### src/rtl/uart_arb_pkg.sv
// Shared types and constants for the UART transmit arbiter.
package uart_arb_pkg;

  localparam int unsigned NREQ_MAX        = 8;
  localparam int unsigned TIMEOUT_CYC_DEF = 1024;

  typedef enum logic [1:0] {
    IDLE      = 2'd0,
    LOAD      = 2'd1,
    WAIT_BUSY = 2'd2,
    WAIT_DONE = 2'd3
  } arb_state_e;

  // Width of a requester index (never below one bit).
  function automatic int unsigned idx_w(input int unsigned n);
    return (n > 2) ? $clog2(n) : 1;
  endfunction

endpackage

### src/rtl/uart_rr_pick.sv
// Combinational round-robin picker: first set req after last_winner, wrapping.
module uart_rr_pick
  import uart_arb_pkg::*;
#(
  parameter int unsigned NREQ = 4
) (
  input  logic [NREQ-1:0]          req,
  input  logic [idx_w(NREQ)-1:0]   last_winner,
  output logic                     valid,
  output logic [idx_w(NREQ)-1:0]   winner
);

  localparam int unsigned IW = idx_w(NREQ);

  logic [31:0] cand;

  // Scan NREQ slots starting one past the previous winner; first hit wins.
  always_comb begin
    valid  = 1'b0;
    winner = '0;
    cand   = '0;
    for (int unsigned i = 1; i <= NREQ; i++) begin
      cand = 32'(last_winner) + 32'(i);
      if (cand >= 32'(NREQ)) cand = cand - 32'(NREQ);
      if (!valid && req[cand[IW-1:0]]) begin
        valid  = 1'b1;
        winner = cand[IW-1:0];
      end
    end
  end

endmodule

### src/rtl/uart_tx_arb.sv
// Round-robin arbiter feeding bytes from NREQ requesters into one UART transmitter.
// Optional watchdog on the WAIT states: define UART_ARB_TIMEOUT_EN.
module uart_tx_arb
  import uart_arb_pkg::*;
#(
  parameter int unsigned NREQ        = 4,
  parameter int unsigned TIMEOUT_CYC = TIMEOUT_CYC_DEF
) (
  input  logic                  clk,
  input  logic                  clr_n,
  input  logic [NREQ-1:0]       req,
  input  logic [NREQ-1:0][7:0]  req_data,
  output logic [NREQ-1:0]       gnt,
  output logic                  ready,
  output logic [7:0]            tx_data,
  input  logic                  tdre,
  output logic                  busy,
  output logic                  err
);

  localparam int unsigned IW = idx_w(NREQ);

  arb_state_e       state;
  logic [IW-1:0]    last_winner;
  logic [IW-1:0]    win_q;
  logic             pick_valid;
  logic [IW-1:0]    pick_idx;
  logic             tmo_hit_c;

  uart_rr_pick #(.NREQ(NREQ)) u_pick (
    .req         (req),
    .last_winner (last_winner),
    .valid       (pick_valid),
    .winner      (pick_idx)
  );

`ifdef UART_ARB_TIMEOUT_EN
  localparam int unsigned CNT_W = (TIMEOUT_CYC > 2) ? $clog2(TIMEOUT_CYC) : 1;

  logic [CNT_W-1:0] tmo_cnt;
  logic             waiting_c;

  // Still waiting on the transmitter in either WAIT state.
  assign waiting_c = ((state == WAIT_BUSY) &&  tdre) ||
                     ((state == WAIT_DONE) && !tdre);
  assign tmo_hit_c = waiting_c && (tmo_cnt == CNT_W'(TIMEOUT_CYC - 1));

  // Watchdog: counts consecutive waiting cycles, restarts on any state change.
  always_ff @(posedge clk or negedge clr_n) begin
    if (!clr_n) begin
      tmo_cnt <= '0;
      err     <= 1'b0;
    end else begin
      err     <= tmo_hit_c;
      tmo_cnt <= (waiting_c && !tmo_hit_c) ? tmo_cnt + CNT_W'(1) : '0;
    end
  end
`else
  logic unused_cfg;

  assign tmo_hit_c  = 1'b0;
  assign err        = 1'b0;
  assign unused_cfg = |TIMEOUT_CYC;
`endif

  // Arbiter FSM with registered handshake outputs.
  always_ff @(posedge clk or negedge clr_n) begin
    if (!clr_n) begin
      state       <= IDLE;
      ready       <= 1'b0;
      gnt         <= '0;
      tx_data     <= 8'h00;
      busy        <= 1'b0;
      last_winner <= IW'(NREQ - 1);
      win_q       <= '0;
    end else begin
      ready <= 1'b0;
      gnt   <= '0;
      case (state)
        IDLE: begin
          if (pick_valid && tdre) begin
            tx_data     <= req_data[pick_idx];
            win_q       <= pick_idx;
            last_winner <= pick_idx;
            state       <= LOAD;
            busy        <= 1'b1;
          end else begin
            busy <= 1'b0;
          end
        end
        LOAD: begin
          ready <= 1'b1;
          gnt   <= NREQ'(1) << win_q;
          state <= WAIT_BUSY;
        end
        WAIT_BUSY: begin
          if (!tdre) begin
            state <= WAIT_DONE;
          end else if (tmo_hit_c) begin
            state <= IDLE;
            busy  <= 1'b0;
          end
        end
        WAIT_DONE: begin
          if (tdre || tmo_hit_c) begin
            state <= IDLE;
            busy  <= 1'b0;
          end
        end
        default: begin
          state <= IDLE;
          busy  <= 1'b0;
        end
      endcase
    end
  end

endmodule

### config.mk
export PLATFORM = sky130hd
export DESIGN_NAME = uart_tx_arb
export DESIGN_NICKNAME = d
export VERILOG_FILES = /design/src/rtl/uart_arb_pkg.sv /design/src/rtl/uart_rr_pick.sv /design/src/rtl/uart_tx_arb.sv
export SDC_FILE = /design/constraint.sdc
export NUM_CORES = 1
export LEC_CHECK = 0
export ABC_AREA = 1
export BUFFER_PORTS_ARGS = -buffer_cell sky130_fd_sc_hd__buf_2
export CORE_ASPECT_RATIO = 0.9
export CORE_UTILIZATION = 53
export DETAILED_ROUTE_END_ITERATION = 12
export PLACE_DENSITY = 0.82
export SLEW_MARGIN = 5
export SYNTH_ARGS = -nofsm -noshare
export SYNTH_HDL_FRONTEND = slang
export SYNTH_SLANG_ARGS = --single-unit
### constraint.sdc
create_clock -name clk -period 3.45 [get_ports clk]
set_clock_uncertainty 0.1 [all_clocks]
set_input_delay 0.345 -clock clk [delete_from_list [all_inputs] [get_ports clk]]
set_output_delay 0.345 -clock clk [all_outputs]
set_load 0.05 [all_outputs]
==> flow_metrics.tcl <==
set metrics [dict create \
    hold_path.startpoint "tdre" \
    hpwl_mm 2.47 \
    path_delay_family "simple AND/OR/NAND/NOR gates" \
    worst-slew-pin-transition_ps 536 \
    drtIter0Drc 37 \
    path_cells "nand2_1, nand2_1, nand2_1, nand2_1, inv_1, nand3_2, nand2_1, nor2_2, inv_2, o22ai_1" \
    rows 17 \
    grt_usage 0.224 \
    crit_buf_inv 2 \
    p_leak_nw 1.15 \
    drv_cap 0 \
    status "finished, violations left" \
    htree_levels 1 \
    peakVddDrop_uv 735 \
    areaGrowthSynthToFinish_pct 20.4 \
    stdcell_area_mm2 0.00179 \
    post-route-period-util 0.636 \
    avgSynthCellArea_um2 6.39 \
    core_mm2 0.00255 \
    die_w_um 57.8 \
    clock_sinks 20 \
    drt_wl_total_mm 3.11 \
    clock_latency_ps 300 \
    cp_slowest_cell "dfstp_2" \
    die_area_mm2 0.00301 \
    multiInputGateArea_um2 739 \
    fp.dieH_um 52.2 \
    final_max_slew_viol_count 0 \
    initial_core_util 0.581 \
    nets 326 \
    grt_first_pass_wirelength_mm 5.18 \
    regToRegStartpoint "last_winner[0]" \
    fin_crit_ps 2190 \
    synth_fp_nets 275 \
    post-place-ws_ps 1280 \
    final_common_cell "nand2_1" \
    yosysWarnings 0 \
    hold_class "input port to register" \
    worst_slack_ps 1260 \
    end_kind "register" \
    cts_buffer_depth 2 \
    ys_top_cells_by_area "dfrtp_1, nand2_1, inv_1" \
    fmax_ghz 0.456 \
    timing.final.hold_violations 0 \
    synth_area_mm2 0.00148 \
    numPortBuffers 52 \
    setup_violations 0 \
    ys.flop_type "dfrtp_1" \
    slew_headroom 0.642 \
    place_area_mm2 0.00172 \
    fill_cells 225 \
    violations "design-rule violations" \
    n_antenna_cell 0 \
    cts_tree "built" \
    place_congestion 0.794 \
    clk_pin_slew_worst_paths_ps 120 \
    drive_above_1_share 0.262 \
    drtAntennaViolNets 0 \
    placedCellCount 305 \
    via_per_inst 4.79 \
    synth_area_leader_cell "dfrtp_1" \
    final_core_util 0.700 \
    vias 1484 \
    first_pass_iters 8 \
    ys_seq_area_frac 0.339 \
    cp.required_ps 3570 \
    critical_path.max_fanout 15 \
    worstSetupPathType "register to register" \
    ios 54 \
    synth_seq_cells 20 \
    root_buffer "clkbuf_4" \
    grt_pass1_vias 1287 \
    rsz0062_at_grt "false" \
    grt_max_degree 21 \
    fin_cells 310 \
    synth.distinct_cells 23 \
    synthCells 232 \
    grt_antenna_before_repair 0 \
    postSynth.asyncResetShare 1.00 \
    routedWlPerCell_um 10.0 \
    fin_tns_setup_ps 0 \
    start_kind "register" \
    cp-startpoint "last_winner[0]" \
    regArea_um2 503 \
    layout.cells.most_common_list "nand2_1, buf_2, inv_1" \
    max_stage_delay_ps 650 \
    crit_top_cell "nand2_1" \
    cp.arrival_ps 2310 \
    cts_buffers 3 \
    synth-edff-count 0 \
    grt.overflow.total 0 \
    drc 1 \
    synth_top_cell_area_share 0.304 \
    power_density_mw_per_mm2 1100 \
]
-- worst register-to-register path, stage by stage (launching register included) --
cell and delay, ps:
dfstp_2 650, nand2_1 90, nand2_1 90, nand2_1 70, nand2_1 90, inv_1 60
nand3_2 100, nand2_1 80, nor2_2 430, inv_2 180, o22ai_1 180
-- through the flow --
| stage | hold WS [ps] | total power [mW] |
|---|---|---|
| after floorplan | -50.6 | 1.57 |
| after global placement | 203 | 1.75 |
| after detailed placement | 210 | 1.78 |
| after CTS | 292 | 1.97 |
| after global routing | 322 | 2.15 |
| final | 300 | 1.96 |
-- state kept, by name (all words and copies together), names as in the netlist --
| signal | cells |
|---|---|
| busy | 1 |
| gnt | 4 |
| last_winner | 2 |
| ready | 1 |
| state | 2 |
| tx_data | 8 |
| win_q | 2 |
-- report_power, final --
group | total (mW) | switching, mW | leakage [nW] | internal, mW
sequential | 0.415 | 0.0748 | 0.251 | 0.340
combinational | 1.35 | 0.952 | 0.866 | 0.402
clock | 0.191 | 0.0738 | 0.0279 | 0.117
total | 1.96 | 1.10 | 1.15 | 0.860
-- path summary, 6_finish.rpt --
| check | endpoint | depth (start not counted) | slack (ps) |
|---|---|---|---|
| worst max-delay path | busy | 10 | 1260 |
| worst min-delay path | state[1] | 4 | 300 |
| worst max register to register | busy | 10 | 1260 |
| worst min register to register | gnt[0] | 1 | 370 |
| max in group asynchronous | last_winner[1] | 2 | 2520 |
| min in group asynchronous | gnt[0] | 2 | 400 |
-- synthesized netlist by cell type, types with 3 or more instances --
library cell / n
nor3_1: 4
inv_2: 3
nand2_1: 89
ha_1: 4
o21ai_1: 3
nor2_1: 3
nand2_2: 6
dfrtp_1: 18
buf_4: 3
nand3_1: 33
o21ai_0: 5
inv_1: 44
-- area by class of cell --
class | instances | share of cell area
clock inverters | 1 | 0.0168
well taps | 28 | 0.0196
clock buffers | 3 | 0.0126
flip-flops and latches | 20 | 0.282
repair buffers | 53 | 0.151
multi-input cells | 157 | 0.414
inverters | 48 | 0.104
-- cells by family (layout without fill, tap and decap cells) --
kind of cell    Yosys count  after routing  synth area share
buf+inv                  55            105             0.162
other cells               1              1           0.00253
simple gates            141            141             0.424
flops                    20             20             0.339
fa+ha+maj                 4              4            0.0338
compound gates           11             11            0.0380
-- layer usage --
layer | routed length [um] | vias to the layer above | track usage | share of wire
met3 | 179 | 2 | 0.0469 | 0.058
met1 | 1350 | 631 | 0.268 | 0.43
li1 | - | 796 | - | -
met5 | 0 | - | 0 | 0
met4 | 13 | 0 | 0.0397 | 0.0042
met2 | 1570 | 55 | 0.421 | 0.50
-- timing repair --
action	in CTS	in global routing
resized for setup	0	0
buffers inserted	0	0
hold buffers	1	0
hold endpoints to repair	18	0
No activity file was read; power rests on OpenSTA's default activity.
